===== src/rtl/lcrc32_stream_gen.sv =====
// lcrc32_stream_gen: streaming LCRC-32 generator for the DL TX path, folding each TLP beat
// into a running CRC-32/ISO-HDLC (reflected 0xEDB88320, init all-ones) with no buffering.
// Ports:
//   clk, rst        clock, asynchronous active-low reset
//   start, seq_num  packet start and its 12-bit sequence number (taken in IDLE or DONE+crc_ready)
//   s_valid/s_ready beat handshake; s_data lane 0 is the first byte on the wire
//   s_keep, s_last  byte lane enables (honoured on the last beat only), final beat marker
//   crc_out         ~crc_reg, byte [7:0] transmitted first; crc_valid/crc_ready handshake
//   busy            packet in progress
//   err_len         sticky: TLP longer than MAX_BYTES
//   err_keep        sticky: partial keep on a non-last beat or non-contiguous keep on the last beat
module lcrc32_stream_gen #(
   parameter int DW         = 128,
   parameter int SEQ_PREFIX = 1,
   parameter int MAX_BYTES  = 4120
) (
   input  logic            clk,
   input  logic            rst,
   input  logic            start,
   input  logic [11:0]     seq_num,
   input  logic            s_valid,
   output logic            s_ready,
   input  logic [DW-1:0]   s_data,
   input  logic [DW/8-1:0] s_keep,
   input  logic            s_last,
   output logic [31:0]     crc_out,
   output logic            crc_valid,
   input  logic            crc_ready,
   output logic            busy,
   output logic            err_len,
   output logic            err_keep
);
   localparam int NB = DW / 8;
   localparam int CW = $clog2(MAX_BYTES + 2);

   typedef enum logic [1:0] {IDLE, DATA, DONE} state_t;

   state_t          state, state_nx;
   logic [31:0]     crc_reg, crc_nx, beat_crc, hdr_crc, start_crc, nbytes, sum;
   logic [CW-1:0]   cnt, cnt_nx;
   logic [NB-1:0]   mask;
   logic            run, keep_bad, accept_start, err_len_nx, err_keep_nx;

   function automatic logic [31:0] crc_byte(input logic [31:0] c, input logic [7:0] b);
      logic [31:0] r;
      r = c;
      for (int i = 0; i < 8; i++)
         r = (r[0] ^ b[i]) ? ((r >> 1) ^ 32'hEDB88320) : (r >> 1);
      return r;
   endfunction

   assign hdr_crc   = crc_byte(crc_byte(32'hFFFFFFFF, {4'h0, seq_num[11:8]}), seq_num[7:0]);
   assign start_crc = (SEQ_PREFIX != 0) ? hdr_crc : 32'hFFFFFFFF;

   // On the last beat only the lanes below the lowest cleared keep bit are folded;
   // any other beat folds every lane. A keep that differs from that mask is a violation.
   always_comb begin
      run      = 1'b1;
      mask     = '0;
      beat_crc = crc_reg;
      nbytes   = '0;
      for (int i = 0; i < NB; i++) begin
         run     = run & (s_keep[i] | ~s_last);
         mask[i] = run;
         if (run) begin
            beat_crc = crc_byte(beat_crc, s_data[8*i +: 8]);
            nbytes   = nbytes + 32'd1;
         end
      end
      keep_bad = (s_keep != mask);
      sum      = 32'(cnt) + nbytes;
   end

   always_ff @(posedge clk or negedge rst) begin
      if (!rst) begin
         state    <= IDLE;
         crc_reg  <= 32'hFFFFFFFF;
         cnt      <= '0;
         err_len  <= 1'b0;
         err_keep <= 1'b0;
      end else begin
         state    <= state_nx;
         crc_reg  <= crc_nx;
         cnt      <= cnt_nx;
         err_len  <= err_len_nx;
         err_keep <= err_keep_nx;
      end
   end

   always_comb begin
      state_nx     = state;
      crc_nx       = crc_reg;
      cnt_nx       = cnt;
      err_len_nx   = err_len;
      err_keep_nx  = err_keep;
      s_ready      = (state == DATA);
      crc_valid    = (state == DONE);
      busy         = (state != IDLE);
      crc_out      = ~crc_reg;
      accept_start = start && (state == IDLE || (state == DONE && crc_ready));
      if (accept_start) begin
         state_nx    = DATA;
         crc_nx      = start_crc;
         cnt_nx      = '0;
         err_len_nx  = 1'b0;
         err_keep_nx = 1'b0;
      end else if (state == DONE && crc_ready) begin
         state_nx = IDLE;
      end else if (state == DATA && s_valid) begin
         crc_nx      = beat_crc;
         cnt_nx      = (sum > 32'(MAX_BYTES)) ? CW'(MAX_BYTES + 1) : sum[CW-1:0];
         err_len_nx  = err_len | (sum > 32'(MAX_BYTES));
         err_keep_nx = err_keep | keep_bad;
         state_nx    = s_last ? DONE : DATA;
      end
   end
endmodule


===== config.mk =====
export PLATFORM = sky130hd
export DESIGN_NAME = lcrc32_stream_gen
export DESIGN_NICKNAME = d
export VERILOG_FILES = /design/src/rtl/lcrc32_stream_gen.sv
export SDC_FILE = /design/constraint.sdc
export NUM_CORES = 1
export LEC_CHECK = 0
export CAP_MARGIN = 10
export CORE_MARGIN = 1
export CORE_UTILIZATION = 55
export CTS_CLUSTER_DIAMETER = 50
export DETAILED_ROUTE_END_ITERATION = 16
export DONT_BUFFER_PORTS = 1
export HOLD_SLACK_MARGIN = 0.05
export PLACE_DENSITY = 0.8
export SLEW_MARGIN = 15
export SYNTH_ARGS = -nofsm -noshare
export SYNTH_HDL_FRONTEND = slang
export SYNTH_SLANG_ARGS = --single-unit
export TNS_END_PERCENT = 10

===== constraint.sdc =====
create_clock -name clk -period 42.8 [get_ports clk]
set_input_delay 8.56 -clock clk [delete_from_list [all_inputs] [get_ports clk]]
set_output_delay 8.56 -clock clk [all_outputs]
set_load 0.05 [all_outputs]

==> results.py <==
metrics = {
    "critical_path": {
        "worstPathMaxFanout": 10,
        "rrSetupSlack_ps": 20660,
        "r2r_end": "crc_reg[22]",
        "cp_slowest_stage_delay_ps": 730,
        "crit_path_frequent_cell": "sky130_fd_sc_hd__xnor3_1",
        "critical_path.reg2reg.startpoint": "crc_reg[3]",
        "worstSetupEndpointType": "register",
        "cp_slowest_cell": "sky130_fd_sc_hd__a222oi_1",
        "worst-setup-path-type": "in2reg",
        "crit_path_start_kind": "input pin",
        "reg2regPathDepth": 54,
        "crit_arrival_ps": 30080,
        "worst-endpoint-required_ps": 43020,
    },
    "timing": {
        "timing.setup.tns_ps": 0,
        "timing.final.crit_period_ps": 29860,
        "transition_time_at_the_pin_with_the_least_slew_margin_ps": 1150,
        "timing.clock.skew_ps": 12.6,
        "post-route-period-util": 0.698,
        "final.hold.worst_slack_ps": 498,
        "max_slew_margin": 0.223,
        "setup_viol_count_final": 0,
        "report.final.hold_viol_count": 0,
        "setup_repair_after_global_routing_missed_its_margin": "no",
        "fmaxAchievable_mhz": 33.5,
        "maxSlewViolCount": 0,
    },
    "clock_tree": {
        "cts.root.buffer_cell": "sky130_fd_sc_hd__clkbuf_16",
        "tritoncts": "built",
        "cts_hold_buf": 0,
        "h_tree_depth": 2,
        "clk_transition_reported_paths_ps": 80,
        "cts_resized": 0,
        "cts_post_setup_buffers_inserted": 0,
        "insertion_delay_ps": 300,
        "cts-root-to-sink-buffers": 2,
        "cts_sinks": 49,
        "cts_inserted_buffers": 5,
    },
    "routing": {
        "drt_pre_antenna_iters": 8,
        "route.antenna.remaining_nets": 0,
        "detailedRoute.firstIterationViolations": 3036,
        "wl_mm": 89.6,
        "detailroute.via_count": 24100,
        "drcViolationCount": 0,
        "routed_wire_length_per_instance_um": 23.6,
        "drt-vias-per-instance": 6.35,
    },
    "job": {
        "maxCapViolCount": 0,
    },
    "grt": {
        "globalRouteOverflowTotal": 0,
        "pin_count_of_the_biggest_net_entering_global_routing": 53,
        "first_pass_grt_wire_length_mm": 136,
        "via_count_of_the_first_global_routing_pass": 23000,
        "antenna_found_initial": 0,
        "groute.usage.overall": 0.345,
    },
    "logic_synthesis": {
        "ys_top_cells_by_area": "sky130_fd_sc_hd__xnor2_1 20%, sky130_fd_sc_hd__xnor3_1 15%, sky130_fd_sc_hd__xor2_1 9.0%",
        "yosys_warnings": 0,
        "synth_top_cell_area_share": 0.199,
        "syn-mean-instance-area_um2": 8.51,
        "yosys.area.top_type": "sky130_fd_sc_hd__xnor2_1",
        "post_synth_num_cell_types": 125,
        "synthArstFlopShare": 1.00,
        "synth-edff-count": 0,
        "yosys_register_bits": 49,
        "post_synth_inst_count": 3232,
        "synth_top_cells_by_count": "626 x sky130_fd_sc_hd__xnor2_1, 283 x sky130_fd_sc_hd__xor2_1, 275 x sky130_fd_sc_hd__nor2_1",
        "post_synth_instance_area_um2": 27500,
        "ys_seq_area_frac": 0.0460,
        "synth_flop_cell": "sky130_fd_sc_hd__dfstp_2",
        "most_used_standard_cell_by_instance_count_after_synthesis": "sky130_fd_sc_hd__xnor2_1",
    },
    "place": {
        "placed_cells_incl_taps": 3790,
        "dp_hpwl_mm": 73.9,
        "place.port_buffers": 0,
        "placed_area_um2": 28000,
        "gp_congestion": 1.03,
    },
    "final_layout": {
        "layout-drive-gt1-share": 0.0897,
        "layout.filler_cells": 4509,
        "final_cell_count_without_fillers": 3798,
        "layout-area-overhead-vs-synth_pct": 2.55,
        "diodes": 0,
        "num-nets-final": 3322,
        "final_design_area_no_fill_um2": 28200,
        "largest_reg_flops": 32,
    },
    "die": {
        "boundaryPins": 199,
        "floorplan.die.height_um": 226,
        "die_width_um": 226,
        "core_region_area_um2": 49200,
        "starting_density_of_the_core": 0.560,
        "fp_rows": 81,
        "die_area_um2": 50900,
    },
    "run_status": {
        "status": "complete, no violations",
    },
    "hold_path": {
        "min_delay_worst_endpoint": "cnt[0]",
        "min_from": "cnt[0]",
        "hold-path-cell-count": 2,
        "min_path_type": "reg2reg",
    },
}
-- critical path, delay by kind of cell --
kind / cells / cell delay [ps]
simple gates: 3 / 1540
xor+xnor: 36 / 15070
compound gates: 15 / 4850
-- area by class of cell --
type                       count  area, um2  area share
sequential                    49       1270      0.0449
multi-input combinational   2959      25300       0.898
clock buffer                   5        125     0.00444
timing repair buffer          47        353      0.0125
tap                          664        831      0.0295
clock inverter                 3       43.8     0.00155
inverter                      71        267     0.00945
-- metrics by stage --
stage | utilization | setup slack [ps]
global placement | 0.570 | 13170
floorplan | - | 16310
finish | 0.574 | 12940
global route | 0.574 | 12070
detailed placement | 0.570 | 13150
CTS | 0.574 | 13300
-- placed cells by master, fill, tap and decap left out, types with 12 or more instances in the layout --
cell	Yosys	routed
sky130_fd_sc_hd__mux2i_1	102	102
sky130_fd_sc_hd__nor2b_1	21	20
sky130_fd_sc_hd__o22ai_1	22	22
sky130_fd_sc_hd__a22oi_1	17	17
sky130_fd_sc_hd__buf_4	26	47
sky130_fd_sc_hd__a31oi_1	30	30
sky130_fd_sc_hd__a211oi_1	39	39
sky130_fd_sc_hd__or2_2	17	17
sky130_fd_sc_hd__and2_1	30	31
sky130_fd_sc_hd__xor2_2	21	21
sky130_fd_sc_hd__a211o_1	12	12
sky130_fd_sc_hd__dfstp_2	32	32
sky130_fd_sc_hd__xnor2_2	32	32
sky130_fd_sc_hd__ha_1	26	26
sky130_fd_sc_hd__nor2_1	275	263
sky130_fd_sc_hd__o221ai_1	14	14
sky130_fd_sc_hd__xor3_1	53	53
sky130_fd_sc_hd__a21o_1	17	17
sky130_fd_sc_hd__o211ai_1	29	29
sky130_fd_sc_hd__xnor2_1	626	626
sky130_fd_sc_hd__xnor3_1	178	178
sky130_fd_sc_hd__nand2_1	264	264
sky130_fd_sc_hd__o21ai_0	171	171
sky130_fd_sc_hd__nand3_1	42	42
sky130_fd_sc_hd__nor3_1	49	49
sky130_fd_sc_hd__a21oi_1	209	208
sky130_fd_sc_hd__and3_1	15	15
sky130_fd_sc_hd__mux2_2	17	17
sky130_fd_sc_hd__nor4_1	20	20
sky130_fd_sc_hd__o21ai_1	22	22
sky130_fd_sc_hd__inv_1	70	70
sky130_fd_sc_hd__dfrtp_1	17	17
sky130_fd_sc_hd__nand2b_1	20	19
sky130_fd_sc_hd__xor2_1	283	283
sky130_fd_sc_hd__or3_1	24	24
-- kinds of logic (layout without fill, tap and decap cells) --
group,Yosys count,in the layout,share of synthesized area
xor gates and xnor gates,1212,1212,0.531
and+or+nand+nor,834,834,0.141
AOI/OAI and AO/OA,753,753,0.185
buffers and inverters,229,126,0.0363
muxes,125,125,0.0471
DFF,49,49,0.0460
adders and majority gates,29,29,0.0133
other,1,6,0.000136
-- how the worst max path moves through the flow --
stage                         start     endpoint  slack (ps)  depth (start not counted)
after global routing      s_keep[0]  crc_reg[22]       12070                         54
after detailed placement  s_data[6]  crc_reg[19]       13150                         54
after floorplan           s_data[2]  crc_reg[22]       16310                         57
final                     s_data[1]  crc_reg[22]       12940                         54
after CTS                 s_data[1]  crc_reg[19]       13300                         54
after global placement    s_data[1]  crc_reg[22]       13170                         54
-- layer usage --
metal,wire length (um),vias up,GRT usage
li1,-,11100,-
met1,35900,11400,0.463
met2,40900,1366,0.559
met3,8980,243,0.0520
met4,3820,0,0.130
met5,0,-,0
Power is not shown: default switching activity piles up to over one toggle a cycle in this logic, so the estimate is an artifact.
